==> config.mk <==
export PLATFORM = sky130hd
export DESIGN_NAME = issue_queue
export DESIGN_NICKNAME = d
export VERILOG_FILES = /design/src/rtl/issue_queue.sv
export SDC_FILE = /design/constraint.sdc
export NUM_CORES = 2
export LEC_CHECK = 0
export BUFFER_PORTS_ARGS = -buffer_cell sky130_fd_sc_hd__buf_2
export CAP_MARGIN = 20
export CORE_ASPECT_RATIO = 0.6
export CORE_UTILIZATION = 35
export DETAILED_ROUTE_END_ITERATION = 16
export PLACE_DENSITY_LB_ADDON = 0.15
export RECOVER_POWER = 100
export SETUP_SLACK_MARGIN = 0.1
export SLEW_MARGIN = 25
export SYNTH_ARGS = -nofsm -noshare
export SYNTH_HDL_FRONTEND = slang
export SYNTH_SLANG_ARGS = --single-unit
==> constraint.sdc <==
create_clock -name clk -period 74.6 [get_ports clk]
set_input_delay 11.19 -clock clk [delete_from_list [all_inputs] [get_ports clk]]
set_output_delay 11.19 -clock clk [all_outputs]
set_load 0.05 [all_outputs]
==> src/rtl/issue_queue.sv <==
// Parametrised issue queue: captures dispatched ops, snoops CDB broadcasts to wake pending
// operands, and issues the lowest-index ready entries to up to NUM_ISSUE execution ports.
module issue_queue #(
  parameter int unsigned NUM_ENTRIES = 8,
  parameter int unsigned NUM_ISSUE   = 2,
  parameter int unsigned NUM_CDB     = 2,
  parameter int unsigned ROB_ADDR_W  = 2,
  parameter int unsigned DEST_W      = 6,
  parameter int unsigned OP_W        = 6,
  parameter int unsigned DATA_W      = 32
) (
  input  logic                           clk,
  input  logic                           rst,
  input  logic                           flush,
  input  logic                           disp_valid,
  output logic                           disp_ready,
  input  logic [ROB_ADDR_W-1:0]          disp_rob_addr,
  input  logic [DEST_W-1:0]              disp_dest,
  input  logic [OP_W-1:0]                disp_op,
  input  logic                           disp_qj_busy,
  input  logic                           disp_qk_busy,
  input  logic [ROB_ADDR_W-1:0]          disp_qj,
  input  logic [ROB_ADDR_W-1:0]          disp_qk,
  input  logic [DATA_W-1:0]              disp_vj,
  input  logic [DATA_W-1:0]              disp_vk,
  input  logic [DATA_W-1:0]              disp_a,
  input  logic [NUM_CDB-1:0]             cdb_valid,
  input  logic [NUM_CDB*ROB_ADDR_W-1:0]  cdb_rob_addr,
  input  logic [NUM_CDB*DATA_W-1:0]      cdb_value,
  output logic [NUM_ISSUE-1:0]           issue_valid,
  input  logic [NUM_ISSUE-1:0]           issue_ready,
  output logic [NUM_ISSUE*ROB_ADDR_W-1:0] issue_rob_addr,
  output logic [NUM_ISSUE*DEST_W-1:0]    issue_dest,
  output logic [NUM_ISSUE*OP_W-1:0]      issue_op,
  output logic [NUM_ISSUE*DATA_W-1:0]    issue_vj,
  output logic [NUM_ISSUE*DATA_W-1:0]    issue_vk,
  output logic [NUM_ISSUE*DATA_W-1:0]    issue_a,
  output logic [$clog2(NUM_ENTRIES):0]   occupancy
);

  localparam int unsigned IDX_W = $clog2(NUM_ENTRIES);
  localparam int unsigned CNT_W = IDX_W + 1;

  typedef struct packed {
    logic                  valid;
    logic [ROB_ADDR_W-1:0] rob_addr;
    logic [DEST_W-1:0]     dest;
    logic [OP_W-1:0]       op;
    logic                  qj_busy;
    logic [ROB_ADDR_W-1:0] qj;
    logic [DATA_W-1:0]     vj;
    logic                  qk_busy;
    logic [ROB_ADDR_W-1:0] qk;
    logic [DATA_W-1:0]     vk;
    logic [DATA_W-1:0]     a;
  } entry_t;

  entry_t                 ent_q [NUM_ENTRIES];
  entry_t                 ent_d [NUM_ENTRIES];
  logic [CNT_W-1:0]       count_q, count_d;
  logic [NUM_ENTRIES-1:0] ready;
  logic [NUM_ISSUE-1:0]   sel_valid;
  logic [IDX_W-1:0]       sel_idx [NUM_ISSUE];
  logic [IDX_W-1:0]       free_idx;
  logic                   disp_fire;

  // Returns {hit, value} for a tag; lowest CDB index wins on duplicate tags.
  function automatic logic [DATA_W:0] snoop(input logic [ROB_ADDR_W-1:0]         tag,
                                            input logic [NUM_CDB-1:0]            cv,
                                            input logic [NUM_CDB*ROB_ADDR_W-1:0] ct,
                                            input logic [NUM_CDB*DATA_W-1:0]     cval);
    logic [DATA_W:0] res;
    res = '0;
    for (int c = NUM_CDB - 1; c >= 0; c--) begin
      if (cv[c] && (ct[c*ROB_ADDR_W +: ROB_ADDR_W] == tag)) begin
        res = {1'b1, cval[c*DATA_W +: DATA_W]};
      end
    end
    return res;
  endfunction

  assign disp_ready = !rst && (count_q < CNT_W'(NUM_ENTRIES));
  assign disp_fire  = disp_valid && disp_ready;
  assign occupancy  = count_q;

  // Ready vector and lowest-index free slot, from registered state only.
  always_comb begin
    free_idx = '0;
    for (int i = NUM_ENTRIES - 1; i >= 0; i--) begin
      ready[i] = ent_q[i].valid && !ent_q[i].qj_busy && !ent_q[i].qk_busy;
      if (!ent_q[i].valid) free_idx = IDX_W'(i);
    end
  end

  // Priority select: each port takes the lowest-index ready entry not claimed by a lower port.
  always_comb begin
    logic [NUM_ENTRIES-1:0] avail;
    avail     = ready;
    sel_valid = '0;
    for (int p = 0; p < NUM_ISSUE; p++) begin
      sel_idx[p] = '0;
      for (int i = NUM_ENTRIES - 1; i >= 0; i--) begin
        if (avail[i]) begin
          sel_valid[p] = 1'b1;
          sel_idx[p]   = IDX_W'(i);
        end
      end
      if (sel_valid[p]) avail[sel_idx[p]] = 1'b0;
    end
  end

  // Issue port outputs; unused ports drive zeros.
  always_comb begin
    issue_valid    = sel_valid;
    issue_rob_addr = '0;
    issue_dest     = '0;
    issue_op       = '0;
    issue_vj       = '0;
    issue_vk       = '0;
    issue_a        = '0;
    for (int p = 0; p < NUM_ISSUE; p++) begin
      if (sel_valid[p]) begin
        issue_rob_addr[p*ROB_ADDR_W +: ROB_ADDR_W] = ent_q[sel_idx[p]].rob_addr;
        issue_dest[p*DEST_W +: DEST_W]             = ent_q[sel_idx[p]].dest;
        issue_op[p*OP_W +: OP_W]                   = ent_q[sel_idx[p]].op;
        issue_vj[p*DATA_W +: DATA_W]               = ent_q[sel_idx[p]].vj;
        issue_vk[p*DATA_W +: DATA_W]               = ent_q[sel_idx[p]].vk;
        issue_a[p*DATA_W +: DATA_W]                = ent_q[sel_idx[p]].a;
      end
    end
  end

  // Next state: CDB wakeup, issue invalidation, dispatch with same-cycle CDB bypass.
  always_comb begin
    logic [DATA_W:0]  snp;
    logic [CNT_W-1:0] n_issued;
    snp      = '0;
    n_issued = '0;
    for (int i = 0; i < NUM_ENTRIES; i++) begin
      ent_d[i] = ent_q[i];
      if (ent_q[i].valid && ent_q[i].qj_busy) begin
        snp = snoop(ent_q[i].qj, cdb_valid, cdb_rob_addr, cdb_value);
        if (snp[DATA_W]) begin
          ent_d[i].qj_busy = 1'b0;
          ent_d[i].vj      = snp[DATA_W-1:0];
        end
      end
      if (ent_q[i].valid && ent_q[i].qk_busy) begin
        snp = snoop(ent_q[i].qk, cdb_valid, cdb_rob_addr, cdb_value);
        if (snp[DATA_W]) begin
          ent_d[i].qk_busy = 1'b0;
          ent_d[i].vk      = snp[DATA_W-1:0];
        end
      end
    end
    for (int p = 0; p < NUM_ISSUE; p++) begin
      if (sel_valid[p] && issue_ready[p]) begin
        ent_d[sel_idx[p]].valid = 1'b0;
        n_issued                = n_issued + CNT_W'(1);
      end
    end
    if (disp_fire) begin
      ent_d[free_idx].valid    = 1'b1;
      ent_d[free_idx].rob_addr = disp_rob_addr;
      ent_d[free_idx].dest     = disp_dest;
      ent_d[free_idx].op       = disp_op;
      ent_d[free_idx].qj       = disp_qj;
      ent_d[free_idx].qk       = disp_qk;
      ent_d[free_idx].a        = disp_a;
      ent_d[free_idx].qj_busy  = disp_qj_busy;
      ent_d[free_idx].vj       = disp_vj;
      ent_d[free_idx].qk_busy  = disp_qk_busy;
      ent_d[free_idx].vk       = disp_vk;
      if (disp_qj_busy) begin
        snp = snoop(disp_qj, cdb_valid, cdb_rob_addr, cdb_value);
        if (snp[DATA_W]) begin
          ent_d[free_idx].qj_busy = 1'b0;
          ent_d[free_idx].vj      = snp[DATA_W-1:0];
        end
      end
      if (disp_qk_busy) begin
        snp = snoop(disp_qk, cdb_valid, cdb_rob_addr, cdb_value);
        if (snp[DATA_W]) begin
          ent_d[free_idx].qk_busy = 1'b0;
          ent_d[free_idx].vk      = snp[DATA_W-1:0];
        end
      end
    end
    count_d = count_q + CNT_W'(disp_fire) - n_issued;
  end

  // State update; reset takes priority over flush, flush drops same-cycle dispatch and issue.
  always_ff @(posedge clk) begin
    if (rst) begin
      for (int i = 0; i < NUM_ENTRIES; i++) ent_q[i] <= '0;
      count_q <= '0;
    end else if (flush) begin
      for (int i = 0; i < NUM_ENTRIES; i++) ent_q[i].valid <= 1'b0;
      count_q <= '0;
    end else begin
      for (int i = 0; i < NUM_ENTRIES; i++) ent_q[i] <= ent_d[i];
      count_q <= count_d;
    end
  end

endmodule
-- After elaboration in Yosys (flattened, before gate mapping)
Memory sizes are Yosys's and may differ from the RTL's.
Index checks and enable logic that the tools add are counted.
W data, S select, Z words.
- add/subtract/negate cells: 3
- $lt $le $gt $ge: 9
- equal/unequal tests: 36
- multiplexer cells: 260
- bitwise logic cells: 29
- reductions and logical operators: 94
- operator list (kind ; count):
    $bwmux W936 ; 17
    $mux W936 ; 8
    $demux W117 S3 ; 13
    $mux W33 ; 56
    $mux W32 ; 39
    $mux W116 ; 9
    $mux W117 ; 3
    $mux W114 ; 1
    $mux W108 ; 1
    $mux W102 ; 1
    $mux W101 ; 1
    $mux W99 ; 1
    $logic_and A1 B1 Y1 ; 76
    $mux W1 ; 74
    $eq A2 B2 Y1 ; 36
    $mux W3 ; 24
    $mux W67 ; 1
    $mux W66 ; 1
    $mux W64 ; 1
    $mux W6 ; 4
    $or A1 B1 Y1 ; 24
    $logic_not A1 Y1 ; 17
    $ge A4 B4 Y1 const B ; 3
    $lt A4 B1 Y1 const B ; 3
    other kinds (14) ; 17
- flip-flop bits (word level): 4
- memory bits (writable): 936
- output and inout bits: 227
- memories kept: 1
- memory list (name ; words ; width ; rd ports ; clocked after Yosys merged registers in ; wr ports ; RTL line ; RTL):
    ent_q ; 8 ; 117 ; 10 ; 0 ; 8 ; 58 ; entry_t ent_q [NUM_ENTRIES];

-- Depth between registers and ports, before layout
An unclocked memory read counts as a cell.
- depth after elaboration: 56
- depth in mapped cells: 14

-- Worst setup path before layout
Ideal clock, no wire load.
- path kind: input -> register
- start point: in rst
- end point: mem ent_q[0][0] (netlist name), enable pin
- setup time: 1.475 ns
- arrival time: 33.255 ns
- path slack: 39.869 ns
- cell stages on the path: 1
- path through: nand2b_1
- RTL lines (element ; RTL line ; RTL):
    from (decl) ; 13 ; input logic rst,
    to (decl) ; 58 ;

==> impl_metrics.json <==
{
  "root_buffer": "sky130_fd_sc_hd__clkbuf_16",
  "cts-root-to-sink-buffers": 3,
  "max_clock_freq_ghz": 0.03057,
  "rr_startpoint": "ent_q[2][116]",
  "ys_async_sr_fraction_pct": 0,
  "grt_pass1_vias": 63504,
  "violation_count_after_the_first_detailed_routing_iteration": 13005,
  "maxSlewHeadroom_pct": -527.4,
  "design.portCount": 419,
  "grt_first_pass_wirelength_um": 498400,
  "finalHoldWorstSlack_ns": 0.6270,
  "ys_dominant_reg_cell": "sky130_fd_sc_hd__edfxtp_1",
  "placed_area_um2": 69260,
  "cts_sinks": 940,
  "rsz0062_at_grt": "false",
  "syn_to_final_growth_pct": 9.143,
  "grtUsageTotal_pct": 36.25,
  "total_negative_slack_for_setup_checks_ns": 0,
  "numCtsBuffers": 103,
  "final_area_um2": 72080,
  "placementRows": 123,
  "setup.worst_path.end_class": "register",
  "holdCritStartpoint": "occupancy[0]",
  "die_h_um": 338.5,
  "post_route_antenna_net_violation_count": 0,
  "worstSkewPairLatency_ns": 0.80,
  "kind_of_critical_path": "in2reg",
  "crit_required_ns": 74.69,
  "detailedRoute.firstPassIterationCount": 9,
  "skew_ns": 0.04104,
  "fin_crit_sh_pct": 43.85,
  "detail_route.drc_violations": 0,
  "cp-start-kind": "primary input",
  "worstRegToRegCells": 17,
  "pin_count_of_the_biggest_net_entering_global_routing": 174,
  "overflow": 0,
  "num-nets-final": 8002,
  "synth_seq_cells": 940,
  "detailroute.via_count": 69962,
  "number_of_enable_flip_flop_cells_after_synthesis": 935,
  "totalWireLength_um": 360400,
  "clkTransAtPathRegs_ns": 0.06,
  "cts_tree": "yes",
  "syn_avg_cell_area_um2": 8.223,
  "floorplan.initialDensity_pct": 35.23,
  "static-leakage-power_nw": 24.44,
  "yosysTopAreaCell": "sky130_fd_sc_hd__edfxtp_1",
  "cap_violations": 45,
  "failed_checks": "capacitance limit, slew limit",
  "htree_levels": 3,
  "biggest_fanout_along_the_worst_timing_path": 156,
  "die_w_um": 562.8,
  "core_um2": 187400,
  "final.min_clock_period_ns": 32.71,
  "drt-vias-per-instance": 6.723,
  "hold-path-cell-count": 3,
  "postSynthCellCount": 8031,
  "worstPathArrival_ns": 32.80,
  "routabilityCongestion": 0.8971,
  "timing.final.hold_violations": 0,
  "yosysUniqueCellTypes": 68,
  "synthTopCellsByArea": "sky130_fd_sc_hd__edfxtp_1 (43%), sky130_fd_sc_hd__nand2_1 (13%), sky130_fd_sc_hd__a21oi_1 (6.8%), sky130_fd_sc_hd__mux2i_1 (4.5%), sky130_fd_sc_hd__a311o_1 (4.4%)",
  "worst-slew-pin-transition_ns": 9.410,
  "power_density_nw_per_um2": 24.17,
  "run_status": "finished, violations left",
  "fp.dieArea_um2": 190500,
  "post_synth_instance_area_um2": 66040,
  "worst_r2r_endpoint": "occupancy[2]",
  "grt_antenna_before_repair": 66,
  "synth-warning-count": 0,
  "post_drt_wl_per_cell_um": 34.63,
  "timing.final.setup_violations": 0,
  "io_buffer_count": 418,
  "dp_hpwl_um": 200100,
  "timing.final.max_slew_violations": 2543,
  "timing.reg2reg.setup_slack_ns": 62.40,
  "postcts_resize_cnt": 0,
  "hold_path.class": "reg2reg",
  "irDropWorstVdd_uv": 18.94,
  "whs_endpoint": "occupancy[0]",
  "drive_gt1_share_pct": 7.861,
  "post_cts_buffers": 0,
  "synth-seq-area-share_pct": 42.67,
  "cts_hold_buf": 0,
  "post-synth-top-area-fraction_pct": 42.51
}
[area by class of cell]
class / count / area, um^2
antenna: 19 / 47.55
clock buffer: 138 / 2794
clock inverter: 51 / 372.9
fill: 19182 / 115400
inverter: 26 / 97.59
multi-input combinational: 6121 / 34180
sequential: 940 / 28180
tap: 2500 / 3128
timing repair buffer: 611 / 3282
[worst max-delay path by stage]
stage / start / endpoint / slack, ns / cells after the start
2_1_floorplan: rst / ent_q[0][0] / 39.87 / 1
3_3_place_gp: rst / disp_ready / 51.60 / 3
3_5_place_dp: rst / disp_ready / 51.63 / 3
4_1_cts: rst / disp_ready / 51.63 / 3
5_1_grt: rst / ent_q[6][51] / 41.13 / 6
6_report: rst / ent_q[1][51] / 41.89 / 6
[cells in the final DEF, fill, tap and decap left out, drive strengths merged, types with 73 or more instances in the layout]
| master | n |
|---|---|
| nand2 | 2251 |
| edfxtp | 935 |
| a21oi | 903 |
| nor2 | 664 |
| clkbuf | 386 |
| buf | 363 |
| o21ai | 333 |
| mux2i | 295 |
| a311o | 288 |
| o22a | 220 |
| o211ai | 185 |
| nand3 | 174 |
| o32ai | 110 |
| o221ai | 101 |
| o22ai | 83 |
| xnor2 | 73 |
[registers in the layout (all words and copies together), names as in the netlist]
signal and flops:
occupancy 4, ent_q 936
[where the power goes]
| part | internal [mW] | leakage, nW | switching, mW |
|---|---|---|---|
| logic | 0.137 | 12.5 | 0.422 |
| clock network | 0.279 | 1.56 | 0.251 |
| registers | 0.624 | 10.4 | 0.0305 |
| total | 1.04 | 24.4 | 0.703 |
[cell usage after synthesis (all sizes together), types with 6 or more instances]
master   instances
or3              9
o31a            22
o22a           220
o211ai         185
mux2            14
o21ai          333
a221oi          72
a2bb2oi         19
nor3            49
edfxtp         935
a22oi           10
a311o          288
buf            310
a32oi           10
o22ai           83
or3b             9
clkbuf         640
mux2i          295
o311ai           9
a221o           46
nand3          174
o221ai         101
and3            29
nor2           664
inv             26
o221a           22
a21oi          903
ha               6
nand2         2251
xnor2           73
and2             9
a22o            34
a211o            7
nor3b           10
o32ai          110
a211oi          11
[critical path, cell delays in order]
cell and delay (ns):
sky130_fd_sc_hd__clkbuf_1 0.12, sky130_fd_sc_hd__nand2b_1 1.75, sky130_fd_sc_hd__clkbuf_1 3.02, sky130_fd_sc_hd__clkbuf_1 2.82
sky130_fd_sc_hd__clkbuf_1 6.45, sky130_fd_sc_hd__clkbuf_1 7.03
[per-stage QoR]
stage	power, mW	instances	setup slack, ns	utilization [%]
after floorplan	1.028	8037	39.87	-
after global placement	1.200	10193	51.60	36.94
after detailed placement	1.204	10194	51.63	36.95
after CTS	1.723	10383	51.63	38.64
after global routing	1.778	10397	41.13	38.44
final	1.743	10406	41.89	38.45
[per-layer routing]
metal  share of wire, %  vias to the layer above  GRT usage (%)  wire length [um]
met5              0.095                        -              0               343
met4                4.7                       50          14.67             17040
met3                 15                     1001          10.58             54540
met2                 40                     5860          49.64            142800
met1                 40                    34189          52.66            145700
li1                   -                    28862              -                 -
[kinds of logic after synthesis]
logic type	Yosys count	share of synthesized area (%)
xor+xnor	75	0.9947
compound gates	2499	26.14
fa+ha+maj	8	0.1610
other cells	1	0.005678
mux	309	4.710
simple gates	3223	19.18
buf+inv	976	6.140
flops	940	42.67
Note: power is estimated with default switching activity, not from simulation.
